==> src/rtl/msrv32_imm_decode_stage.sv <==
// Decode stage feeding msrv32_imm_generator: registers each fetched instruction,
// decodes its immediate type at capture and presents it through a 2-entry skid buffer.
module msrv32_imm_decode_stage #(
  parameter int XLEN = 32
) (
  input  logic            clk_in,
  input  logic            rst_n_in,
  input  logic            flush_in,
  input  logic            in_valid_in,
  output logic            in_ready_out,
  input  logic [31:0]     instr_in,
  input  logic [XLEN-1:0] pc_in,
  output logic            out_valid_out,
  input  logic            out_ready_in,
  output logic [24:0]     instr_out,
  output logic [2:0]      imm_type_out,
  output logic [XLEN-1:0] pc_out,
  output logic            illegal_out,
  output logic [1:0]      occupancy_out
);

  typedef struct packed {
    logic [24:0]     instr;
    logic [2:0]      imm_type;
    logic [XLEN-1:0] pc;
    logic            illegal;
  } entry_t;

  entry_t out_q, out_d, skid_q, skid_d, new_entry;
  logic   out_vld_q, out_vld_d, skid_vld_q, skid_vld_d;
  logic   accept, consume;
  logic [2:0] dec_type;
  logic       dec_ill;

  // Every legal opcode ends in 2'b11, so compressed encodings fall to the default.
  always_comb begin
    dec_type = 3'b000;
    dec_ill  = 1'b0;
    unique case (instr_in[6:0])
      7'b0010011: dec_type = 3'b000;
      7'b0000011,
      7'b1100111: dec_type = 3'b001;
      7'b0100011: dec_type = 3'b010;
      7'b1100011: dec_type = 3'b011;
      7'b0110111,
      7'b0010111: dec_type = 3'b100;
      7'b1101111: dec_type = 3'b101;
      7'b1110011: dec_type = instr_in[14] ? 3'b110 : 3'b000;
      7'b0110011,
      7'b0001111: dec_type = 3'b000;
      default:    dec_ill  = 1'b1;
    endcase
  end

  always_comb begin
    new_entry.instr    = instr_in[31:7];
    new_entry.imm_type = dec_type;
    new_entry.pc       = pc_in;
    new_entry.illegal  = dec_ill;
  end

  assign in_ready_out = !skid_vld_q && !flush_in;
  assign accept       = in_valid_in && in_ready_out;
  assign consume      = out_vld_q && out_ready_in;

  always_comb begin
    out_d      = out_q;
    skid_d     = skid_q;
    out_vld_d  = out_vld_q;
    skid_vld_d = skid_vld_q;
    if (flush_in) begin
      out_vld_d  = 1'b0;
      skid_vld_d = 1'b0;
    end else if (skid_vld_q) begin
      // Skid is only ever filled while OUT is stalled; it refills OUT on consume.
      if (consume) begin
        out_d      = skid_q;
        skid_vld_d = 1'b0;
      end
    end else if (out_vld_q) begin
      if (accept && consume) begin
        out_d = new_entry;
      end else if (accept) begin
        skid_d     = new_entry;
        skid_vld_d = 1'b1;
      end else if (consume) begin
        out_vld_d = 1'b0;
      end
    end else if (accept) begin
      out_d     = new_entry;
      out_vld_d = 1'b1;
    end
  end

  always_ff @(posedge clk_in or negedge rst_n_in) begin
    if (!rst_n_in) begin
      out_q      <= '0;
      skid_q     <= '0;
      out_vld_q  <= 1'b0;
      skid_vld_q <= 1'b0;
    end else begin
      out_q      <= out_d;
      skid_q     <= skid_d;
      out_vld_q  <= out_vld_d;
      skid_vld_q <= skid_vld_d;
    end
  end

  assign out_valid_out = out_vld_q;
  assign instr_out     = out_q.instr;
  assign imm_type_out  = out_q.imm_type;
  assign pc_out        = out_q.pc;
  assign illegal_out   = out_q.illegal;
  assign occupancy_out = {1'b0, out_vld_q} + {1'b0, skid_vld_q};

endmodule
==> config.mk <==
export PLATFORM = sky130hd
export DESIGN_NAME = msrv32_imm_decode_stage
export DESIGN_NICKNAME = d
export VERILOG_FILES = /design/src/rtl/msrv32_imm_decode_stage.sv
export SDC_FILE = /design/constraint.sdc
export NUM_CORES = 1
export LEC_CHECK = 0
export BUFFER_PORTS_ARGS = -buffer_cell sky130_fd_sc_hd__buf_2
export CAP_MARGIN = 40
export CORE_MARGIN = 3
export CORE_UTILIZATION = 58
export DETAILED_ROUTE_END_ITERATION = 10
export PLACE_DENSITY = 0.85
export REMOVE_ABC_BUFFERS = 1
export SLEW_MARGIN = 20
export SYNTH_ARGS = -nofsm -noshare
export SYNTH_HDL_FRONTEND = slang
export SYNTH_SLANG_ARGS = --single-unit
==> constraint.sdc <==
create_clock -name clk_in -period 3.9 [get_ports clk_in]
set_input_delay 0.975 -clock clk_in [delete_from_list [all_inputs] [get_ports clk_in]]
set_output_delay 0.975 -clock clk_in [all_outputs]
set_load 0.005 [all_outputs]
==> results of run 1 <==
[through the flow]
stage	total power, uW	utilization (%)
after floorplan	2180	-
after global placement	2490	69.4
after detailed placement	2550	69.4
after CTS	4050	75.7
after global routing	4220	75.7
final	4030	75.7
[cell usage after synthesis (all sizes together)]
master	count	area (sq um)
nand4	1	6.26
o21ai	4	20.0
o21a	1	7.51
a211o	1	8.76
dfrtp	124	3100
nor2b	3	18.8
and3b	2	17.5
nand4b	2	17.5
ha	3	37.5
mux2	60	676
or3b	1	8.76
buf	24	159
clkinv	1	3.75
and4b	1	10.0
o221ai	1	8.76
a211oi	2	15.0
a21bo	1	10.0
nand3	1	5.00
nor3b	1	7.51
nand2	5	18.8
nor2	3	11.3
o22ai	1	6.26
o311ai	1	16.3
inv	4	15.0
mux2i	57	571
nor3	1	5.00
a21o	2	15.0
a21boi	1	7.51
o211ai	1	7.51
a31oi	2	12.5
clkbuf	10	37.5
a21oi	118	617
o211a	1	10.0
and2	2	12.5
[state kept, by name, summed over array words and instances, names as in the netlist]
register / count
imm_type_out: 3
skid_vld_q: 1
out_valid_out: 1
pc_out: 32
illegal_out: 1
skid_q: 61
instr_out: 25
[power by group]
group          switching, uW  internal, uW
logic                    362           380
clock network            551           938
registers                191          1610
total                   1100          2930
[kinds of logic after synthesis]
logic type                 after synthesis
AOI/OAI and AO/OA                      137
DFF                                    124
muxes                                  117
buffers and inverters                   39
and+or+nand+nor                         23
adders and majority gates                3
[area by class of cell]
type	instances	area (sq um)
tap	126	158
clock buffer	21	449
timing repair buffer	141	741
clock inverter	10	116
fill	580	2180
sequential	124	3110
multi-input combinational	280	2210
inverter	5	18.8
[worst paths after layout]
| check | slack [ps] | depth (start not counted) | startpoint | endpoint |
|---|---|---|---|---|
| min in group asynchronous | 530 | 1 | rst_n_in | skid_q[44]$_DFFE_PN0P_ |
| max in group asynchronous | 2530 | 2 | rst_n_in | instr_out[21]$_DFFE_PN0P_ |
| worst max-delay path | 640 | 3 | skid_vld_q$_DFF_PN0_ | occupancy_out[1] |
| worst max register to register | 1030 | 6 | skid_vld_q$_DFF_PN0_ | imm_type_out[1]$_DFFE_PN0P_ |
| worst min-delay path | 480 | 1 | skid_q[0]$_DFFE_PN0P_ | skid_q[0]$_DFFE_PN0P_ |
| worst min register to register | 480 | 1 | skid_q[0]$_DFFE_PN0P_ | skid_q[0]$_DFFE_PN0P_ |
[routing by layer]
| layer | vias up | part of all wire, % | GRT usage [%] | wire length, um |
|---|---|---|---|---|
| met2 | 157 | 51 | 42.4 | 6670 |
| li1 | 1855 | - | - | - |
| met4 | 2 | 1.2 | 7.97 | 160 |
| met1 | 2042 | 41 | 31.8 | 5390 |
| met3 | 22 | 6.8 | 7.38 | 888 |
| met5 | - | 0.084 | 0 | 11 |
==> impl_results.md, run 1 <==
* Initial antenna violation count at 1
* Synth warn at 0
* Family with the most delay on the worst path: buffers and inverters
* DR iter-0 viols at 152
* Slowest stage delay, CP at 740 ps
* Routed Wire Length at 13100 um
* Simple-gate share of the synthesized area at 2.52%
* Max-cap violations at 0
* CORE AREA at 8980 sq um
* Port bufs at 133
* Post-Synthesis Mean Instance Area at 12.4 sq um
* Buf/Inv on CP at 2
* Xor-xnor portion of the synthesized cell area at 0%
* Final setup skew at 9.25 ps
* Most frequent cells in the layout: 132 x buf_2, 123 x dfrtp_1, 111 x a21oi_1, 60 x mux2_2, 57 x mux2i_1
* Pwr/cell area at 593 nW/um^2
* DIE HEIGHT at 103 um
* Status: finished clean
* Tightest Pin Transition at 757 ps
* Main combinational cell family by area after synthesis: multiplexers
* #FFs+latches synth at 124
* Worst Hold Class: reg -> reg
* WL per Instance at 18.6 um
* Post-Place Worst Slack at 1060 ps
* Dpl hpwl at 8220 um
* CTS tree: built
* Final setup TNS at 0 ps
* Number of diodes at 0
* CTS HTree Levels at 4
* # hold bufs at CTS at 0
* Compound-Gate Fraction of Synth Area at 13.8%
* Final setup viols at 0
* Worst Path Arrival at 2290 ps
* Final hold viol count at 0
* Number of buffers added for setup after CTS at 0
* Num CTS Buffers at 17
* Die ar. at 10700 sq um
* Starting Density at 61.3%
* Crit-path cells: buf_4, ha_1, buf_2
* Gpl congestion at 0.839
* Width of the die at 103 um
* Max Slew Vio Count at 0
* Final worst setup slack at 637 ps
* CTS max path bufs at 2
* Netlist cell types at 39
* Global route overflow at 0
* Critical-path top delay cell: dfrtp_4
* Final non-filler cell total at 707
* FP Rows at 34
* Clk pin slew, worst setup/hold paths at 60 ps
* # clock sinks at 124
* WS Path Type: reg -> out
* Lkg Pwr at 0.00305 uW
* Fmax achieved at 0.306 GHz
* Hold WS at 479 ps
* Vias per inst at 5.77
* First-pass GRT wire length at 20800 um
* Share of cells above drive strength 1 at 41.8%
* Top Ports at 134
* Commonest non-fill, non-tap cell in the layout: buf_2
* Seq/Total Area, Yosys at 56.4%
* Final Cell Area at 6800 sq um
* Synth Area in Adders at 0.682%
* Skew-Pair Late Insertion Delay at 500 ps
* Largest net degree at the start of global routing at 60
* DR vias at 4078
* CTS Root Cell: clkbuf_8
* Peak VDD IR at 0.366 mV
* Slew margin rel. at 49.5%
* Mapped Area at 5500 sq um
* Critical Path RT at 2920 ps
* Area after DPL at 6230 sq um
* Inst Count DP at 676
* Crit. End Element: primary output
* Nets at 641
* Tmin final at 3260 ps
* DR DRC count at 0
* Mux contribution to synthesized area at 22.6%
* Vias in the first global route at 4248
* Crit start category: flop
* Area Overhead vs Synth at 23.5%
* Initial DRT Pass Iterations at 5
* Post-CTS Resized at 0
* Unrepaired setup endpoints after global routing: no
* Post-Syn Instances at 443
* CP Max Fanout at 42
* Final ANT Viol Nets at 0
* Final Cycle Share at 83.7%
* Gr usage total at 25.3%
Note: power is estimated with default switching activity, not from simulation.
==> run 2: changes to the inputs <==
Settings changed: ABC_AREA from default to 1, CORE_UTILIZATION 58 to 48, PLACE_DENSITY 0.85 to 0.75.
Clock period 3.9 ns to 2.8 ns, I/O delays scaled along.
==> run 2 against run 1 <==
Net effect: count of clock-buffer cells in the layout increased by 1; wire length is 3.4% lower; cell area shrank 0.15%; area after synthesis down 1.6%; register-to-register slack got worse by 280 ps; via count grew 17%; core utilization is 14 points lower; combinational power rose by 19%; clock skew decreased by 3.3 ps.
==> impl_results.md, run 2 <==
* Global route hottest layer: met2
* Final hold viol count at 0
* Routed Wire Length at 12700 um
* Final total power at 5620 uW
* Max-cap violations at 0
* Top reg by flops: skid_q
* Initial antenna violation count at 0
* Final ANT Viol Nets at 0
* DR vias at 4790
* Post-synth EDFFs at 0
* Unrepaired setup endpoints after global routing: no
* CTS max path bufs at 2
* Clk pin slew, worst setup/hold paths at 60 ps
* Starting Density at 49.5%
* Number of buffers added for setup after CTS at 0
* Seq/Total Area, Yosys at 57.3%
* Area Overhead vs Synth at 25.3%
* CTS HTree Levels at 4
* Num CTS Buffers at 17
* Die ar. at 12600 sq um
* Gpl congestion at 0.871
* DR DRC count at 0
* CP Max Fanout at 6
* DR iter-0 viols at 424
* Final Cycle Share at 73.9%
* Largest net degree at the start of global routing at 67
* CTS tree: built
* Lkg Pwr at 0.00350 uW
* Final setup skew at 5.99 ps
* FP Rows at 38
* Initial DRT Pass Iterations at 6
* Vias in the first global route at 4648
* Final core occ at 62.1%
* Post-CTS Resized at 0
* Port bufs at 133
* RR Startpoint: skid_vld_q$_DFF_PN0_
* Fmax achieved at 0.483 GHz
* Primary FF master, synth: dfrtp_1
* Gr usage total at 21.0%
* WL per Instance at 13.6 um
* Final worst setup slack at 730 ps
* Most common cell in the synthesized netlist: nand2_1
* Number of diodes at 0
* Worst Path Arrival at 1370 ps
* DIE HEIGHT at 112 um
* Post-Synthesis Mean Instance Area at 8.32 sq um
* Skew-Pair Late Insertion Delay at 410 ps
* Worst Setup SP: out_valid_out$_DFFE_PN0P_
* Top Ports at 134
* Hold WS at 221 ps
* Most frequent cells in the layout: 317 x nand2_1, 132 x buf_2, 123 x dfrtp_1, 71 x nor2_1, 57 x a31oi_1
* Netlist cell types at 22
* Share of the synthesized area in the top cell type at 57.3%
* Share of cells above drive strength 1 at 23.4%
* Global route overflow at 0
* Dpl hpwl at 8220 um
* Met1 GRT Util at 27.4%
* Crit. End Element: primary output
* Async SR Flop Fraction at 100%
* Status: finished clean
* First-pass GRT wire length at 21600 um
* CTS Root Cell: clkbuf_16
* Final setup viols at 0
* # clock sinks at 124
* Main area contributors after synthesis: dfrtp_1 57%, nand2_1 22%, a31oi_1 6.6%
* Mapped Area at 5420 sq um
* CORE AREA at 10900 sq um
* Width of the die at 112 um
* #FFs+latches synth at 124
* Vias per inst at 5.16
* Synth warn at 0
* Post-Syn Instances at 651
* Commonest cells post-synth: 317 x nand2_1, 124 x dfrtp_1, 71 x nor2_1
* Met3 usage at 5.23%
* Slew margin rel. at 55.2%
* Commonest non-fill, non-tap cell in the layout: nand2_1
* # hold bufs at CTS at 0
* GR Util met2 at 34.6%
* Pwr/cell area at 828 nW/um^2
* Tmin final at 2070 ps
* Peak VDD IR at 0.401 mV
* Max reg flops at 61
* Synth area leader: dfrtp_1
* Tightest Pin Transition at 672 ps
* Nets at 848
* Post-Place Worst Slack at 588 ps
* WS Path Type: reg -> out
* Max Slew Vio Count at 0
* Critical Path RT at 2100 ps
* Crit start category: flop
* Number of fill cells at 937
* Worst Hold Class: in -> async
[run 2: cell families after synthesis]
family,synth area share (%)
flip-flops,57.3
adder cells (fa/ha/maj),0.693
buffers and inverters,4.97
AND/OR/NAND/NOR,29.2
AO/OA/AOI/OAI,7.85
[run 2: worst max-delay path, stage by stage (launching register included)]
cell	delay [ps]
dfrtp_1	430
inv_1	120
ha_1	290
buf_2	130
[run 2: per-stage QoR]
step	setup TNS, ps	instances	area, sq um
floorplan	-88490	614	5190
global placement	0	896	6130
detailed placement	0	897	6160
CTS	0	929	6790
global route	0	929	6790
finish	0	929	6790
[run 2: path summary, 6_finish.rpt]
kind	slack (ps)	endpoint	cells past startpoint
max in group asynchronous	1860	skid_q[22]$_DFFE_PN0P_	2
max	730	occupancy_out[0]	3
max reg2reg	750	instr_out[23]$_DFFE_PN0P_	9
min in group clk_in	470	skid_q[27]$_DFFE_PN0P_	2
min	220	instr_out[19]$_DFFE_PN0P_	1
min reg2reg	470	skid_q[27]$_DFFE_PN0P_	2
[run 2: cell type report]
class / count / area [sq um] / area share, %
inverters: 12 / 45.0 / 0.664
repair buffers: 143 / 788 / 11.6
clock buffers: 22 / 494 / 7.28
clock inverters: 10 / 136 / 2.01
well taps: 140 / 175 / 2.58
multi-input cells: 478 / 2040 / 30.1
flip-flops and latches: 124 / 3100 / 45.7
[run 2: routing by layer]
metal	share of wire (%)	vias to the layer above
met2	48	173
met3	6.1	23
li1	-	2317
met1	44	2277
met5	0	-
met4	1.6	0
[run 2: where the power goes]
group	internal [uW]	switching, uW
combinational	408	472
clock	1510	782
sequential	2210	232
==> run 3: changes to the inputs <==
Clock period 2.8 ns to 1.9 ns, I/O delays scaled along.
==> run 3 against run 2 <==
Net effect: register-to-register slack got worse by 510 ps; worst setup slack got worse by 680 ps; sequential power increased by 48%.
==> impl_results.md, run 3 (synthesis results as in run 2) <==
* Area after DPL at 6220 sq um
* Initial DRT Pass Iterations at 5
* Top Ports at 134
* CTS tree: built
* Max-cap violations at 0
* Final hold viol count at 0
* CP Max Fanout at 23
* Num CTS Buffers at 17
* Power Internal at 6540 uW
* DIE HEIGHT at 112 um
* DR iter-0 viols at 375
* Crit start category: flop
* P_sw at 2210 uW
* Routed Wire Length at 13400 um
* # clock sinks at 124
* Lkg Pwr at 0.00357 uW
* Starting Density at 49.5%
* Multi-input combinational cell area at 2040 sq um
* Initial antenna violation count at 0
* CTS HTree Levels at 4
* Final ANT Viol Nets at 0
* WL per Instance at 14.3 um
* WS Path Type: reg -> out
* Slew margin rel. at 65.6%
* Commonest non-fill, non-tap cell in the layout: nand2_1
* Peak VDD IR at 0.899 mV
* Share of cells above drive strength 1 at 23.9%
* Top reg by flops: skid_q
* Tmin final at 1850 ps
* CORE AREA at 10900 sq um
* Sequential share of power at 41.4%
* Die ar. at 12600 sq um
* Number of fill cells at 933
* Fmax achieved at 0.541 GHz
* First-pass GRT wire length at 22400 um
* Worst Hold Class: in -> reg
* Final setup viols at 0
* Gpl congestion at 0.891
* Worst Path Arrival at 1370 ps
* Max reg flops at 61
* Nets at 855
* Final core occ at 63.5%
* CTS max path bufs at 2
* Combinational Power Share at 15.2%
* Vias in the first global route at 4778
* Tightest Pin Transition at 516 ps
* Net Sw Frac at 25.3%
* Final Cell Area at 6940 sq um
* Area Overhead vs Synth at 28.2%
* Final Cycle Share at 97.2%
* Unrepaired setup endpoints after global routing: no
* Status: finished clean
* Final setup skew at 8.15 ps
* Number of diodes at 0
* Dpl hpwl at 8920 um
* Max Slew Vio Count at 0
* Skew-Pair Late Insertion Delay at 420 ps
* Crit. End Element: primary output
* Seq. cell area at 3100 sq um
* DR vias at 4829
* Largest net degree at the start of global routing at 55
* DR DRC count at 0
* Width of the die at 112 um
* Clk pin slew, worst setup/hold paths at 60 ps
* Global route overflow at 0
* Gr usage total at 22.1%
* CTS Root Cell: clkbuf_16
* Most frequent cells in the layout: 317 x nand2_1, 132 x buf_2, 123 x dfrtp_1, 71 x nor2_1, 57 x a31oi_1
* Vias per inst at 5.16
* FP Rows at 38
* Clock power share at 43.4%
* Port bufs at 133
* Pwr/cell area at 1260 nW/um^2
* Critical Path RT at 1420 ps
## run 3: changes by cell type in the layout (fill, tap and decap cells not counted), sizes merged
cell         delta
clkinv          -1
dlygate4sd3     +1
clkbuf          -2
bufinv          +4
buf             +6
clkinvlp        -1
## run 3: final timing paths
| kind | startpoint | end | slack (ps) | cells past startpoint |
|---|---|---|---|---|
| worst max register to register | skid_vld_q$_DFF_PN0_ | instr_out[2]$_DFFE_PN0P_ | 240 | 8 |
| worst min register to register | skid_q[48]$_DFFE_PN0P_ | skid_q[48]$_DFFE_PN0P_ | 470 | 2 |
| min in group asynchronous | rst_n_in | pc_out[28]$_DFFE_PN0P_ | 510 | 2 |
| worst max-delay path | skid_vld_q$_DFF_PN0_ | occupancy_out[1] | 50 | 3 |
| worst min-delay path | flush_in | skid_vld_q$_DFF_PN0_ | 270 | 2 |
| max in group asynchronous | rst_n_in | skid_vld_q$_DFF_PN0_ | 770 | 3 |
## run 3: cell type report
cell class	instances	area share (%)
clock buffers	20	6.58
clock inverters	12	3.46
inverters	12	0.649
multi-input cells	478	29.4
flip-flops and latches	124	44.7
well taps	140	2.52
repair buffers	150	12.6
## run 3: metrics by stage
step / worst slack (ps) / hold slack, ps / cells / power (uW) / TNS [ps]
floorplan: -1780 / 179 / 614 / 4260 / -200370
global placement: 214 / 410 / 902 / 4910 / 0
detailed placement: 161 / 411 / 902 / 5000 / 0
CTS: 44.3 / 258 / 936 / 8820 / 0
global route: 9.42 / 271 / 936 / 9190 / 0
finish: 52.4 / 271 / 936 / 8750 / 0
## run 3: power groups by stage
stage	Combinational, uW	Clock, uW	Sequential (uW)
floorplan	643	0	3620
global placement	1290	0	3620
detailed placement	1340	0	3660
CTS	1360	3840	3620
global route	1520	3970	3700
finish	1330	3800	3620
## run 3: per-layer routing
layer,wire (um),global-route usage (%),vias to the layer above
met5,0,0,-
met4,182,7.45,0
met3,935,5.82,17
met2,6650,37.0,179
met1,5630,28.0,2299
li1,-,-,2334
## run 3: worst max-delay path, stage by stage (launching register included)
cell	delay (ps)
dfrtp_2	450
buf_6	190
ha_1	180
buf_2	130
## run 3: timing repair
| item | 4_1_cts | 5_1_grt |
|---|---|---|
| endpoints found under the setup margin | 2 | 0 |
| hold endpoints to repair | 21 | 0 |
| setup buffers | 1 | 0 |
| gates resized for setup | 1 | 0 |
| hold buffers | 1 | 0 |
